### src/rtl/debug_frame_tx_pkg.sv
// Shared debug_* definitions: frame marker/code defaults, 3-bit FSM encoding, bytes-per-channel helper.
package debug_frame_tx_pkg;

  typedef enum logic [2:0] {
    IDLE    = 3'd0,
    S_START = 3'd1,
    S_CODE  = 3'd2,
    S_LEN   = 3'd3,
    S_PAY   = 3'd4,
    S_CK    = 3'd5,
    S_DONE  = 3'd6
  } dbg_state_e;

  localparam logic [7:0] DBG_START_BYTE = 8'h68;
  localparam logic [7:0] DBG_WDOG_CODE  = 8'h65;
  localparam logic [7:0] DBG_CMD_CODE   = 8'h63;
  localparam logic [7:0] DBG_TRIG_BYTE  = 8'h3F;

  function automatic int dbg_bpc(input int data_w);
    return (data_w + 7) / 8;
  endfunction

endpackage

### src/rtl/debug_frame_tx_payload_mux.sv
// dbg_payload_mux: combinational byte picker over the channel snapshot, channel 0 first, MSB first,
// each channel zero-extended to a whole number of bytes.
module dbg_payload_mux
  import debug_frame_tx_pkg::*;
#(
  parameter int NUM_CH = 4,
  parameter int DATA_W = 16
) (
  input  logic [NUM_CH*DATA_W-1:0] i_snap,
  input  logic [7:0]               i_idx,
  output logic [7:0]               o_byte
);

  localparam int BPC = dbg_bpc(DATA_W);
  localparam int LEN = NUM_CH * BPC;

  logic [BPC*8-1:0] w_chpad [NUM_CH];
  logic [7:0]       w_bytes [LEN];

  genvar c, b;
  for (c = 0; c < NUM_CH; c++) begin : g_ch
    assign w_chpad[c] = (BPC*8)'(i_snap[c*DATA_W +: DATA_W]);
    for (b = 0; b < BPC; b++) begin : g_byte
      assign w_bytes[c*BPC+b] = w_chpad[c][(BPC-1-b)*8 +: 8];
    end
  end

  always_comb begin
    o_byte = 8'h00;
    for (int k = 0; k < LEN; k++) begin
      if (i_idx == 8'(k)) o_byte = w_bytes[k];
    end
  end

endmodule

### src/rtl/debug_frame_tx.sv
// debug_frame_tx: watchdog/RX-triggered snapshot framer to the UART TX; o_wvalid one cycle after start, stalls on i_wready.
// Defining DBG_CHECKSUM_EN appends an XOR checksum byte over CODE, LEN and payload.
module debug_frame_tx
  import debug_frame_tx_pkg::*;
#(
  parameter int          NUM_CH     = 4,
  parameter int          DATA_W     = 16,
  parameter logic [31:0] PERIOD     = 32'h59682F00,
  parameter logic [7:0]  START_BYTE = DBG_START_BYTE,
  parameter logic [7:0]  WDOG_CODE  = DBG_WDOG_CODE,
  parameter logic [7:0]  CMD_CODE   = DBG_CMD_CODE,
  parameter logic [7:0]  TRIG_BYTE  = DBG_TRIG_BYTE
) (
  input  logic                     i_clk,
  input  logic                     i_rst,
  input  logic [7:0]               i_rdata,
  input  logic                     i_rready,
  output logic                     o_rreq,
  input  logic                     i_wready,
  output logic [7:0]               o_wdata,
  output logic                     o_wvalid,
  input  logic [NUM_CH*DATA_W-1:0] i_ch_data,
  output logic                     o_busy,
  output logic                     o_frame_done
);

  localparam int         BPC  = dbg_bpc(DATA_W);
  localparam int         LEN  = NUM_CH * BPC;
  localparam logic [7:0] LEN8 = 8'(LEN);
  localparam logic [7:0] LAST = 8'(LEN - 1);

  if (LEN > 255) begin : g_len_err
    $error("debug_frame_tx: NUM_CH*BPC exceeds 255 payload bytes");
  end

  dbg_state_e              r_state;
  logic [31:0]             r_wdog;
  logic                    r_pending;
  logic [7:0]              r_code;
  logic [7:0]              r_idx;
  logic [NUM_CH*DATA_W-1:0] r_snap;
  logic                    r_rreq;
  logic                    r_wvalid;
  logic [7:0]              r_wdata;
  logic                    r_busy;
  logic                    r_done;
`ifdef DBG_CHECKSUM_EN
  logic [7:0]              r_ck;
`endif

  logic       w_rx_take;
  logic       w_rx_trig;
  logic       w_accept;
  logic       w_cmd;
  logic       w_start;
  logic [7:0] w_mux_idx;
  logic [7:0] w_pay_byte;

  // One pop per byte: o_rreq high blocks re-inspection of the byte being popped.
  assign w_rx_take = i_rready & ~r_rreq;
  assign w_rx_trig = w_rx_take & (i_rdata == TRIG_BYTE);
  assign w_accept  = r_wvalid & i_wready;
  assign w_cmd     = w_rx_trig | r_pending;
  assign w_start   = (r_state == IDLE) & (w_cmd | (r_wdog == 32'd0));
  assign w_mux_idx = (r_state == S_PAY) ? r_idx + 8'd1 : 8'd0;

  dbg_payload_mux #(
    .NUM_CH (NUM_CH),
    .DATA_W (DATA_W)
  ) u_mux (
    .i_snap (r_snap),
    .i_idx  (w_mux_idx),
    .o_byte (w_pay_byte)
  );

  always_ff @(posedge i_clk) begin
    if (i_rst) begin
      r_state   <= IDLE;
      r_wdog    <= PERIOD - 32'd1;
      r_pending <= 1'b0;
      r_code    <= 8'h00;
      r_idx     <= 8'h00;
      r_snap    <= '0;
      r_rreq    <= 1'b0;
      r_wvalid  <= 1'b0;
      r_wdata   <= 8'h00;
      r_busy    <= 1'b0;
      r_done    <= 1'b0;
`ifdef DBG_CHECKSUM_EN
      r_ck      <= 8'h00;
`endif
    end else begin
      r_rreq <= w_rx_take;
      r_done <= 1'b0;
      if (r_state != IDLE)          r_wdog <= PERIOD - 32'd1;
      else if (r_wdog != 32'd0)     r_wdog <= r_wdog - 32'd1;
      if (w_rx_trig && r_state != IDLE) r_pending <= 1'b1;

      case (r_state)
        IDLE: if (w_start) begin
          r_state   <= S_START;
          r_busy    <= 1'b1;
          r_wvalid  <= 1'b1;
          r_wdata   <= START_BYTE;
          r_code    <= w_cmd ? CMD_CODE : WDOG_CODE;
          r_snap    <= i_ch_data;
          r_pending <= 1'b0;
        end
        S_START: if (w_accept) begin
          r_state <= S_CODE;
          r_wdata <= r_code;
`ifdef DBG_CHECKSUM_EN
          r_ck    <= r_code ^ LEN8;
`endif
        end
        S_CODE: if (w_accept) begin
          r_state <= S_LEN;
          r_wdata <= LEN8;
        end
        S_LEN: if (w_accept) begin
          r_state <= S_PAY;
          r_idx   <= 8'h00;
          r_wdata <= w_pay_byte;
        end
        S_PAY: if (w_accept) begin
`ifdef DBG_CHECKSUM_EN
          r_ck <= r_ck ^ r_wdata;
`endif
          if (r_idx == LAST) begin
`ifdef DBG_CHECKSUM_EN
            r_state  <= S_CK;
            r_wdata  <= r_ck ^ r_wdata;
`else
            r_state  <= S_DONE;
            r_wvalid <= 1'b0;
            r_done   <= 1'b1;
`endif
          end else begin
            r_idx   <= r_idx + 8'd1;
            r_wdata <= w_pay_byte;
          end
        end
`ifdef DBG_CHECKSUM_EN
        S_CK: if (w_accept) begin
          r_state  <= S_DONE;
          r_wvalid <= 1'b0;
          r_done   <= 1'b1;
        end
`endif
        S_DONE: begin
          r_state <= IDLE;
          r_busy  <= 1'b0;
        end
        default: begin
          r_state  <= IDLE;
          r_busy   <= 1'b0;
          r_wvalid <= 1'b0;
        end
      endcase
    end
  end

  assign o_rreq       = r_rreq;
  assign o_wvalid     = r_wvalid;
  assign o_wdata      = r_wdata;
  assign o_busy       = r_busy;
  assign o_frame_done = r_done;

endmodule
### config.mk
export PLATFORM = sky130hd
export DESIGN_NAME = debug_frame_tx
export DESIGN_NICKNAME = d
export VERILOG_FILES = /design/src/rtl/debug_frame_tx_pkg.sv /design/src/rtl/debug_frame_tx_payload_mux.sv /design/src/rtl/debug_frame_tx.sv
export SDC_FILE = /design/constraint.sdc
export NUM_CORES = 1
export LEC_CHECK = 0
export ABC_AREA = 1
export CORE_UTILIZATION = 40
export CTS_CLUSTER_DIAMETER = 100
export CTS_CLUSTER_SIZE = 14
export DETAILED_ROUTE_END_ITERATION = 8
export GPL_TIMING_DRIVEN = 0
export PLACE_DENSITY = 0.65
export SYNTH_ARGS = -nofsm -noshare
export SYNTH_HDL_FRONTEND = slang
export SYNTH_SLANG_ARGS = --single-unit
### constraint.sdc
create_clock -name i_clk -period 3 [get_ports i_clk]
set_clock_uncertainty 0.05 [all_clocks]
set_input_delay 0.6 -clock i_clk [delete_from_list [all_inputs] [get_ports i_clk]]
set_output_delay 0.6 -clock i_clk [all_outputs]
set_load 0.01 [all_outputs]
# Yosys cells after proc, flatten, opt, wreduce, memory -nomap -nowiden
# Index checks and enable logic that the tools add are counted.
[op_classes] n_addsub=2 eq_ne=21 mux=37 n_bitwise=11 n_reduce_logical=18
[ops] cell="8-bit two-way mux" count=18
[ops] cell="8-bit by 3-bit == test with 1-bit output (second input constant)" count=5
[ops] cell="8-bit one-hot mux with 5 select lines" count=1
[ops] cell="32-bit logical NOT" count=1
[ops] cell="32-bit nonzero test" count=1
[ops] cell="32-bit by 1-bit subtractor with 32-bit output (second input constant)" count=1
[ops] cell="3-bit two-way mux" count=7
[ops] cell="8-bit by 2-bit == test with 1-bit output (second input constant)" count=2
[ops] cell="8-bit one-hot mux with 2 select lines" count=1
[ops] cell="3-bit one-hot mux with 5 select lines" count=1
[ops] cell="2-bit inequality test (second input constant)" count=6
[ops] cell="8-bit by 1-bit adder with 8-bit output (second input constant)" count=1
[ops] cell="8-bit by 1-bit == test with 1-bit output (second input constant)" count=1
[ops] cell="8-bit by 6-bit == test with 1-bit output (second input constant)" count=1
[ops] cell="8-bit logical NOT" count=1
[ops] cell="4-bit AND reduction" count=2
[ops] cell="4-bit OR reduction" count=2
[ops] cell="1-bit two-way mux" count=7
[ops] cell="7-bit AND reduction" count=1
[ops] cell="3-bit by 2-bit == test with 1-bit output (second input constant)" count=2
[ops] cell="3-bit == test (second input constant)" count=2
[ops] cell="6-bit AND reduction" count=1
[ops] cell="1-bit NOT" count=5
[ops] cell="5-bit nonzero test" count=1
[ops] cell="13 further kinds" count=18
[totals] reg_bits=128 inputBits=76 wordCells=100

# Longest topological paths before layout
[logic_depth] word_depth=14 mapped_depth=19 ltp_nobuf=18

# Hierarchy
# Synthesis repeated with hierarchy kept, for this count alone.
[hier_totals] hier_cells=898 hier_area_um2=6588.8
[by_module_without_submodules] mod="debug_frame_tx" instances=1 cells_each=773 area_each_um2=5921.9 seq_area_each_um2=2462.4
[by_module_without_submodules] mod="dbg_payload_mux" instances=1 cells_each=125 area_each_um2=666.9 seq_area_each_um2=0.0

# Worst setup path before layout
# OpenSTA, ideal clock, no wires.
[synth_path] kind="reg-to-reg" start="register r_idx[0]" end="register r_wdata[2] (netlist: o_wdata[2])" setup_time_ns=0.131 t_arrival_ns=1.837 setup_slack_ns=0.983 stages_incl_launch_ff=17 n_path_buf=0 synth_period_minus_slack_ns=2.017 cell_sequence="dfxtp_1 -> ha_1 -> nand2_1 -> nor2_1 -> nor2_1 -> nand2_1 -> nand2_2 -> nor2_8 -> nand2_4 -> nor2_8 -> inv_2 -> o21ai_1 -> inv_1 -> nand2_1 -> nand2_1 -> nand2_1 -> a21oi_2"
[synth_between] elab_chain_cells=14 word_cells_on_any_way=25
[synth_lines] item="from (decl)" line="debug_frame_tx.sv:40" text="logic [7:0] r_idx;"
[synth_lines] item="from (signal assigned)" line="debug_frame_tx.sv:139" text="r_idx <= r_idx + 8'd1;"
[synth_lines] item="8-bit by 1-bit adder with 8-bit output" line="debug_frame_tx.sv:65" text="assign w_mux_idx = (r_state == S_PAY) ? r_idx + 8'd1 : 8'd0;"
[synth_lines] item="8-bit two-way mux" line="debug_frame_tx.sv:65"
[synth_lines] item="8-bit logical NOT" line="debug_frame_tx_payload_mux.sv:31" text="if (i_idx == 8'(k)) o_byte = w_bytes[k];"
[synth_lines] item="8-bit two-way mux (8 in series)" line="debug_frame_tx_payload_mux.sv:31"
[synth_lines] item="8-bit two-way mux" line="debug_frame_tx.sv:129" text="if (r_idx == LAST) begin"
[synth_lines] item="8-bit two-way mux" line="debug_frame_tx.sv:125" text="S_PAY: if (w_accept) begin"
[synth_lines] item="8-bit one-hot mux with 5 select lines" line="debug_frame_tx.sv:99" text="case (r_state)"
[synth_lines] item="to (signal assigned)" line="debug_frame_tx.sv:111" text="r_wdata <= r_code;"
[synth_lines] item="to (signal assigned)" line="debug_frame_tx.sv:123" text="r_wdata <= w_pay_byte;"
[synth_lines] item="to (signal assigned)" line="debug_frame_tx.sv:140" text="r_wdata <= w_pay_byte;"
[synth_lines] item="to (decl)" line="debug_frame_tx.sv:44" text="logic [7:0] r_wdata;"
# Several ways; a longest one is shown, not always the timed one. The select of a mux whose other input is x is not followed.
# A chain may end at the register's enable or synchronous reset.

# Final worst setup path
[layout_path] start="register r_idx[0]" end="register r_wdata[7] (netlist: o_wdata[7])"
# Same word-level chain as after synthesis.

==> reports/summary.txt <==
register area share after synthesis: 42.04%
pwr/cell area: 883.3 mW/mm2
register area: 0.002462 mm2
post-CTS sizing: 0
crit-path max FO: 6
Post-Syn Instances: 836
vias in the first global route: 5167
startpoint types: register
Min-Delay Path Depth: 2
Clock Tree Root: clkbuf_16
Period Utilization, post-route: 83.51%
die width: 123.0 um
Worst Setup Path Type: register to register
yosys warns: 0
CTS clk-pin slew, worst paths: 0.06 ns
cts hold-fix bufs: 0
TritonCTS Sinks: 123
first-pass GRT wire length: 24.84 mm
Synth area leader: dfxtp_1
initial antenna violation count: 0
# rows: 43
post-DP HPWL: 11.35 mm
Netlist Area Pre-Place: 0.005857 mm2
Setup Fix Bufs, Post-CTS: 0
Int Power: 4094 uW
number of flops mapped to enable cells by yosys: 0
WP data arrival: 2.74 ns
DRT iter0 DRCs: 408
worst min-delay path class: register to register
Layout Nets: 1019
first drt pass iteration count: 5
Final Hold Fails: 0
die height: 123.0 um
I/O Pins: 88
clock power share: 30.2%
Reg2Reg Depth: 16
CTS tree: built
Max-Cap Viols: 0
post-synth cell types: 45
Yosys top cell area share: 42.04%
Peak VDD IR: 0.0004789 V
synth top area cells: dfxtp_1 (42%), nor2_1 (13%), nand2_1 (8.0%), o21ai_0 (7.3%), a21oi_1 (3.8%)
Synth Register Bits: 123
Core Box Area: 0.01410 mm2
footprint of the multi-input gates: 0.002975 mm2
Net Count, Synth: 914
Initial Utilization: 41.55%
Synth top cells by count: nor2_1 (199), nand2_1 (125), dfxtp_1 (123)
post-route setup TNS: 0 ns
Skew-Pair Late Insertion Delay: 0.42 ns
DRC violations left: 0
total gr overflow: 0
Psw: 2549 uW
ys flop type: dfxtp_1
maximum number of pins on one net before global-route repair: 17
f_max: 399.1 MHz
Async SR Flop Fraction: 0%
CTS Buffer Depth: 2
sequential share of power: 35.8%
n_diodes: 0
RD Place Congestion: 0.8535
share of cells above drive strength 1: 10.17%
Post-DRT Antenna Nets: 0
Area after DPL: 0.006943 mm2
wire per inst: 13.43 um
DR vias/cell: 4.932
All-Layer GR Usage: 21.54%
Die Area: 0.01513 mm2
total CTS buffers: 17
final instance area: 0.007521 mm2
most frequent cell after synthesis: nor2_1
slew margin rel.: 61.73%
Tmin final: 2.505 ns
Worst-Margin Slew: 0.5741 ns
port bufs: 86
outcome: finished clean
Comb power frac: 34.0%
CTS H-tree depth: 4
via count: 5593
LEAKAGE: 0.003135 uW
final wirelength: 15.23 mm
Final Slew Violations: 0
crit end category: register
fillers: 1401
Post-Synthesis Mean Instance Area: 7.006 um2
CP required: 3.23 ns
RSZ-0062 raised after global routing: false
Area growth syn-to-layout: 28.41%
switch share: 38.37%
final setup vio count: 0
[cells in the final DEF, fill, tap and decap left out, types with 3 or more instances in the layout]
master / n
inv_2: 18
nor2_1: 199
clkinvlp_4: 3
xnor2_1: 4
xor2_1: 7
nand3_2: 3
clkinv_2: 7
a21oi_1: 44
a31oi_1: 3
clkbuf_16: 17
nor2_2: 9
o21ai_1: 9
dfxtp_1: 123
nand4_1: 16
o21ai_0: 85
nor2_4: 9
nor3_1: 11
inv_1: 58
nand3_1: 39
nand2_2: 6
nand2_4: 4
clkbuf_1: 25
clkdlybuf4s50_1: 86
nand2_1: 125
nor4_1: 7
[worst paths after layout]
kind | startpoint | to | slack [ns]
setup reg to reg | r_idx[0] | o_wdata[7] | 0.49
hold reg to reg | r_snap[19] | r_snap[19] | 0.41
setup / recovery | r_idx[0] | o_wdata[7] | 0.49
hold / removal | r_snap[19] | r_snap[19] | 0.41
[layer usage]
metal / GRT usage, % / share of wire (%)
met1: 29.80 / 50
met2: 31.88 / 42
met3: 6.319 / 5.9
met4: 7.229 / 1.5
met5: 0 / 0
[power groups by stage]
stage	clock (uW)	sequential (uW)	combinational, uW
6_report	2010	2380	2260
5_1_grt	2110	2430	2580
4_1_cts	2020	2370	2270
3_5_place_dp	0	2390	2260
3_3_place_gp	0	2390	2230
2_1_floorplan	0	2320	1560
[logic make-up (layout without fill, tap and decap cells)]
kind of cell / count (synthesis) / after routing / synth area share (%)
AOI/OAI and AO/OA: 154 / 154 / 14.06
xor gates and xnor gates: 11 / 11 / 1.645
adders and majority gates: 2 / 2 / 0.4272
buffers and inverters: 107 / 225 / 7.156
DFF: 123 / 123 / 42.04
and+or+nand+nor: 439 / 439 / 34.67
[state kept, by name, indices dropped and copies added, names as in the netlist]
name	count
r_snap	64
r_wdog	32
o_wdata	8
r_idx	8
r_code	3
r_state	3
o_busy	1
o_frame_done	1
o_rreq	1
o_wvalid	1
r_pending	1
[through the flow]
stage | instances | utilization (%) | hold WS (ns) | power (uW) | worst slack, ns
finish | 1134 | 53.36 | 0.4087 | 6644 | 0.4946
global route | 1134 | 53.36 | 0.4413 | 7114 | 0.2335
CTS | 1134 | 53.36 | 0.4050 | 6663 | 0.5057
detailed placement | 1102 | 49.25 | 0.3966 | 4646 | 0.09775
global placement | 1102 | 49.25 | 0.3915 | 4628 | 0.1472
floorplan | 836 | - | 0.3737 | 3876 | 0.9829
[final cells by class]
class,count,area share [%]
Inverter,79,3.959
Timing Repair Buffer,86,11.45
Sequential cell,123,32.74
Multi-Input combinational cell,606,39.56
Buffer,28,1.614
Tap cell,180,2.995
Clock inverter,12,1.614
Clock buffer,20,6.072
[worst max-delay path, cell delays in order, from the launching register on]
cell	delay [ns]
dfxtp_1	0.42
ha_1	0.20
nand2_1	0.11
nor2_1	0.17
nand2_1	0.06
nand2_1	0.06
nand2_1	0.09
nand2_2	0.12
nor2_8	0.07
nand3_1	0.17
inv_1	0.12
nand2_1	0.07
nand3_1	0.08
a21oi_1	0.26
nand4_1	0.15
nand2_1	0.10
a21oi_1	0.06
Power figures use the tool's default switching activity.
